$ cat config.mk
export PLATFORM = sky130hd
export DESIGN_NAME = td4_register_bank
export DESIGN_NICKNAME = d
export VERILOG_FILES = /design/src/rtl/td4_register_bank.sv
export SDC_FILE = /design/constraint.sdc
export NUM_CORES = 1
export LEC_CHECK = 0
export BUFFER_PORTS_ARGS = -buffer_cell sky130_fd_sc_hd__buf_2
export CAP_MARGIN = 20
export CORE_MARGIN = 4
export CORE_UTILIZATION = 46
export DETAILED_ROUTE_END_ITERATION = 8
export PLACE_DENSITY_LB_ADDON = 0.25
export SETUP_SLACK_MARGIN = 0.05
export SLEW_MARGIN = 20
export SYNTH_ARGS = -nofsm -noshare
export SYNTH_HDL_FRONTEND = slang
export SYNTH_SLANG_ARGS = --single-unit
$ cat constraint.sdc
create_clock -name clk_i -period 1.4 [get_ports clk_i]
set_input_delay 0.14 -clock clk_i [delete_from_list [all_inputs] [get_ports clk_i]]
set_output_delay 0.14 -clock clk_i [all_outputs]
set_load 0.05 [all_outputs]
$ cat src/rtl/td4_register_bank.sv
// td4_register_bank: write-back demux into A/B/OUT/PC, plus the PC incrementer and the carry flag
//   clk_i      system clock, rising edge
//   rst_ni     asynchronous active-low reset
//   en_i       step enable; low holds every register and clears out_stb_o
//   we_i       write enable for d_i
//   dest_i     destination: 0=A 1=B 2=OUT 3=PC
//   d_i        write-back data
//   cin_i      ALU carry-out, captured into cf_o on every enabled edge
//   qa_o/qb_o  registers A and B
//   qout_o     output-port register
//   qpc_o      program counter
//   cf_o       carry flag
//   out_stb_o  one-cycle pulse after each OUT write
module td4_register_bank #(
   parameter int BIT_WIDTH = 4
) (
   input  logic                 clk_i,
   input  logic                 rst_ni,
   input  logic                 en_i,
   input  logic                 we_i,
   input  logic [1:0]           dest_i,
   input  logic [BIT_WIDTH-1:0] d_i,
   input  logic                 cin_i,
   output logic [BIT_WIDTH-1:0] qa_o,
   output logic [BIT_WIDTH-1:0] qb_o,
   output logic [BIT_WIDTH-1:0] qout_o,
   output logic [BIT_WIDTH-1:0] qpc_o,
   output logic                 cf_o,
   output logic                 out_stb_o
);
   logic [BIT_WIDTH-1:0] qa_q, qa_d, qb_q, qb_d, qout_q, qout_d, qpc_q, qpc_d;
   logic                 cf_q, cf_d, stb_q, stb_d;
   logic                 wr;
   always_comb begin
      wr     = en_i & we_i;
      qa_d   = (wr && dest_i == 2'd0) ? d_i : qa_q;
      qb_d   = (wr && dest_i == 2'd1) ? d_i : qb_q;
      qout_d = (wr && dest_i == 2'd2) ? d_i : qout_q;
      // a jump load wins over the increment; the increment wraps naturally
      qpc_d  = !en_i ? qpc_q : (wr && dest_i == 2'd3) ? d_i : qpc_q + 1'b1;
      cf_d   = en_i ? cin_i : cf_q;
      stb_d  = wr && dest_i == 2'd2;
   end
   always_ff @(posedge clk_i or negedge rst_ni) begin
      if (!rst_ni) begin
         qa_q   <= '0;
         qb_q   <= '0;
         qout_q <= '0;
         qpc_q  <= '0;
         cf_q   <= 1'b0;
         stb_q  <= 1'b0;
      end else begin
         qa_q   <= qa_d;
         qb_q   <= qb_d;
         qout_q <= qout_d;
         qpc_q  <= qpc_d;
         cf_q   <= cf_d;
         stb_q  <= stb_d;
      end
   end
   assign qa_o      = qa_q;
   assign qb_o      = qb_q;
   assign qout_o    = qout_q;
   assign qpc_o     = qpc_q;
   assign cf_o      = cf_q;
   assign out_stb_o = stb_q;
endmodule

* Word level (Yosys, flattened, before mapping)
Cells that the tools add are included.
** Word-level totals
- Register bits :: 18
- Input port bits :: 11
- Output and inout port bits :: 18
- Word-level logic and storage cells :: 17
** Cells by class
- Add/sub/neg operators :: 1
- Eq/ne operators :: 3
- Muxes and demuxes :: 1
- Bitwise logic cells :: 1
- Reduce and logical (&&, ||, !) cells :: 5
** Operators by type and width (number)
- adder 4 x 1 -> 4 bit, second input constant :: 1
- equality test 2 bit, second input constant :: 2
- logical AND 1 bit :: 4
- two-way mux 4 bit :: 1
- equality test 2 x 1 -> 1 bit, second input constant :: 1
- zero test 2 bit :: 1
- bitwise AND 1 bit :: 1

* Longest topological paths before layout
- Word-level depth :: 3
- Gate-level depth with buffers :: 4
- Mapped depth without buffers :: 4

* Least setup slack after synthesis
No wires, ideal clock.
- Path kind :: reg2reg
- Start :: reg qpc_q[0], in the netlist qpc_o[0]
- End :: reg qpc_q[2], in the netlist qpc_o[2]
- Setup time :: 126 ps
- Arrival time :: 1264 ps
- Required time :: 1274 ps
- Setup slack :: 10 ps
- Stages on the path, launching flop included :: 5
- Path buffers :: 0
- Clock period less this slack :: 1390 ps
- Path through :: dfrtp_1 > ha_1 > a41o_2 > a21oi_1 > a21oi_1
** Between the ends
- Word-level cells in the longest chain between the ends :: 2
** Ends and longest elaborated chain
- from (decl) :: line 31 : logic [BIT_WIDTH-1:0] qa_q, qa_d, qb_q, qb_d, qout_q, qout_d, qpc_q, qpc_d;
- from (signal assigned) :: line 56 : qpc_q <= qpc_d;
- adder 4 x 1 -> 4 bit :: line 40 : qpc_d = !en_i ? qpc_q : (wr && dest_i == 2'd3) ? d_i : qpc_q + 1'b1;
- two-way mux 4 bit :: line 40
No other way between the ends.
A chain may end at the register's enable or synchronous reset.

* Final worst setup path
Ends and elaborated chain as after synthesis.

==> metrics.md <==
| Metric | Value |
|---|---|
| Outcome | completed |
| GRT Total Usage | 0.152 |
| VDD IR-drop max | 1.01 mV |
| Post-CTS Hold Buffers | 1 |
| H-tree depth | 1 |
| Setup-failing EPs final | 0 |
| R2R setup slack | 190 ps |
| TritonCTS clock tree | yes |
| Via density | 5.43 |
| CTS Sinks | 18 |
| Fin Hold WS | 102 ps |
| Die height | 49.3 um |
| Synthesized area per cell | 14.0 um^2 |
| Synthesis-to-finish area growth | 26.0% |
| Post-route minimum period | 1210 ps |
| Clk buf depth | 2 |
| Worst-path clk slew | 100 ps |
| Drt drc | 0 |
| Worst-path fanout max | 5 |
| FMAX | 824 MHz |
| Fin crit share | 0.867 |
| Via count | 565 |
| First-pass GRT wire length | 2800 um |
| Worst slew pin tran | 396 ps |
| Core ar. | 0.00156 mm^2 |
| PortBufs | 28 |
| PostCTS Resize Cnt | 0 |
| Relative slew slack | 0.736 |
| Yosys warnings | 0 |
| Pre-antenna DRT Iters | 4 |
| Max Slew Vio Count | 0 |
| RSZ-0062 raised after global routing | no |
| Synth Cell Area | 785 um^2 |
| Leakage | 0.501 nW |
| Largest net degree at the start of global routing | 19 |
| GPL Wtd Cong | 0.778 |
| R2r endpoint | qpc_o[2]$_DFFE_PN0P_ |
| Hold Path Stages | 2 |
| Worst skew pair latency | 290 ps |
| Post-synthesis cell type count | 18 |
| Initial Util | 0.503 |
| FF-to-FF Start | qpc_o[0]$_DFFE_PN0P_ |
| TNS Setup | 0 ps |
| Setup bufs post-CTS | 0 |
| Initial antenna violation count | 0 |
| Worst EP required | 1570 ps |
| Nets | 101 |
| Pwr Density | 1910 mW/mm^2 |
| Top layer in use | met4 |
| Site row count | 14 |
| Num CTS Buffers | 3 |
| Total routed wirelength | 1600 um |
| Final Hold Fails | 0 |
| Mapped Cells | 56 |
| Hold Crit Endpoint | cf_o$_DFFE_PN0P_ |
| Ant diodes | 0 |
| Layout cell share with drive strength beyond 1 | 0.580 |
| Crit path arrival time | 1380 ps |
| Routed wl met3 | 105 um |
| ANT nets after route | 0 |
| Worst Hold Class | in2reg |
| Post-synthesis register bit count | 18 |
| Vias in the first global route | 573 |
| Die width | 49.3 um |
| Startpoint types | register |
| Routed WL per cell | 15.4 um |
| Critical Path Sink Type | register |
| Root Driver | clkbuf_4 |
| Die area | 0.00243 mm^2 |
| Met1 wire length | 748 um |
| Io pins | 29 |
| Hold_sp | cin_i |
| Reg2Reg Depth | 4 |
| Fin Clk Skew | 1.19 ps |
| Max-cap violations | 0 |
| Post-Syn Nets | 68 |
| Sequential area share after synthesis | 0.574 |
| GRT overflow | 0 |
| Critical Path Start | qpc_o[0]$_DFFE_PN0P_ |
| HPWL Detailed | 1220 um |
| Met2 WL post-DR | 731 um |
| Initial DRC Count | 3 |
| Critical path class | reg2reg |
-- cells in the final DEF, fill, tap and decap left out, types with 2 or more instances in the layout --
cell type | synthesis | final
a21oi_1 | 3 | 3
buf_2 | 1 | 28
clkbuf_4 | 0 | 3
dfrtp_1 | 18 | 16
dfrtp_2 | 0 | 2
inv_1 | 2 | 2
mux2_2 | 13 | 13
mux2i_1 | 3 | 3
nand2_1 | 3 | 3
nand3_1 | 2 | 2
nand4b_1 | 2 | 2
-- flip-flops by register name (all words and copies together), names as in the netlist --
name / cells
qout_o: 4
qb_o: 4
qpc_o: 4
qa_o: 4
cf_o: 1
out_stb_o: 1
-- worst max-delay path: stages, from the launching register on --
cell	delay, ps
dfrtp_2	440
ha_1	220
a41o_2	230
a21oi_1	140
a21oi_1	60
-- layout make-up --
cell class	instances	area [um^2]
multi-input cells	35	322
repair buffers	29	150
clock buffers	4	36.3
flip-flops and latches	18	453
inverters	2	7.51
fillers	125	571
well taps	16	20.0
-- layer usage --
metal	track usage	vias to the layer above
li1	-	276
met1	0.215	267
met2	0.219	20
met3	0.0336	2
met4	0.0711	0
met5	0	-
-- where the power goes --
| group | switching (mW) | internal (mW) |
|---|---|---|
| Clock | 0.156 | 0.158 |
| Sequential | 0.0888 | 0.648 |
| Combinational | 0.610 | 0.226 |
-- cell usage after synthesis --
master,n,share of area
nor3_4,1,0.021
nand4b_1,2,0.022
ha_1,1,0.016
inv_1,2,0.0096
dfrtp_1,18,0.57
a21boi_2,1,0.014
nand4_1,1,0.0080
mux2i_1,3,0.038
nand3_1,2,0.013
nor2_1,1,0.0048
mux2_2,13,0.19
a2bb2oi_1,1,0.011
a21oi_1,3,0.019
nand4_2,1,0.016
buf_2,1,0.0064
nand2_1,3,0.014
a41o_2,1,0.014
o221ai_1,1,0.011
-- through the flow --
step / util / instance area [um^2] / power [mW] / cells / worst slack [ps]
2_1_floorplan: - / 787 / 1.37 / 56 / 125
3_3_place_gp: 0.604 / 942 / 1.57 / 99 / 219
3_5_place_dp: 0.604 / 942 / 1.59 / 99 / 195
4_1_cts: 0.634 / 988 / 1.91 / 104 / 190
5_1_grt: 0.634 / 988 / 2.00 / 104 / 126
6_report: 0.634 / 988 / 1.89 / 104 / 187
-- how the worst max path moves through the flow --
stage,depth (start not counted),end
final,4,qpc_o[2]$_DFFE_PN0P_
after global routing,4,qpc_o[2]$_DFFE_PN0P_
after CTS,4,qpc_o[2]$_DFFE_PN0P_
after detailed placement,4,qa_o[2]$_DFFE_PN0P_
after global placement,4,qa_o[1]$_DFFE_PN0P_
after floorplan,4,qpc_o[2]$_DFFE_PN0P_
-- cell families (layout without fill, tap and decap cells) --
logic type,Yosys count,after routing,share of synthesized area
multiplexers,16,16,0.225
AO/OA/AOI/OAI,7,7,0.0702
adder cells (fa/ha/maj),1,1,0.0159
AND/OR/NAND/NOR,11,11,0.0989
flip-flops,18,18,0.574
buffers and inverters,3,35,0.0159
(Power assumes the default switching activity.)
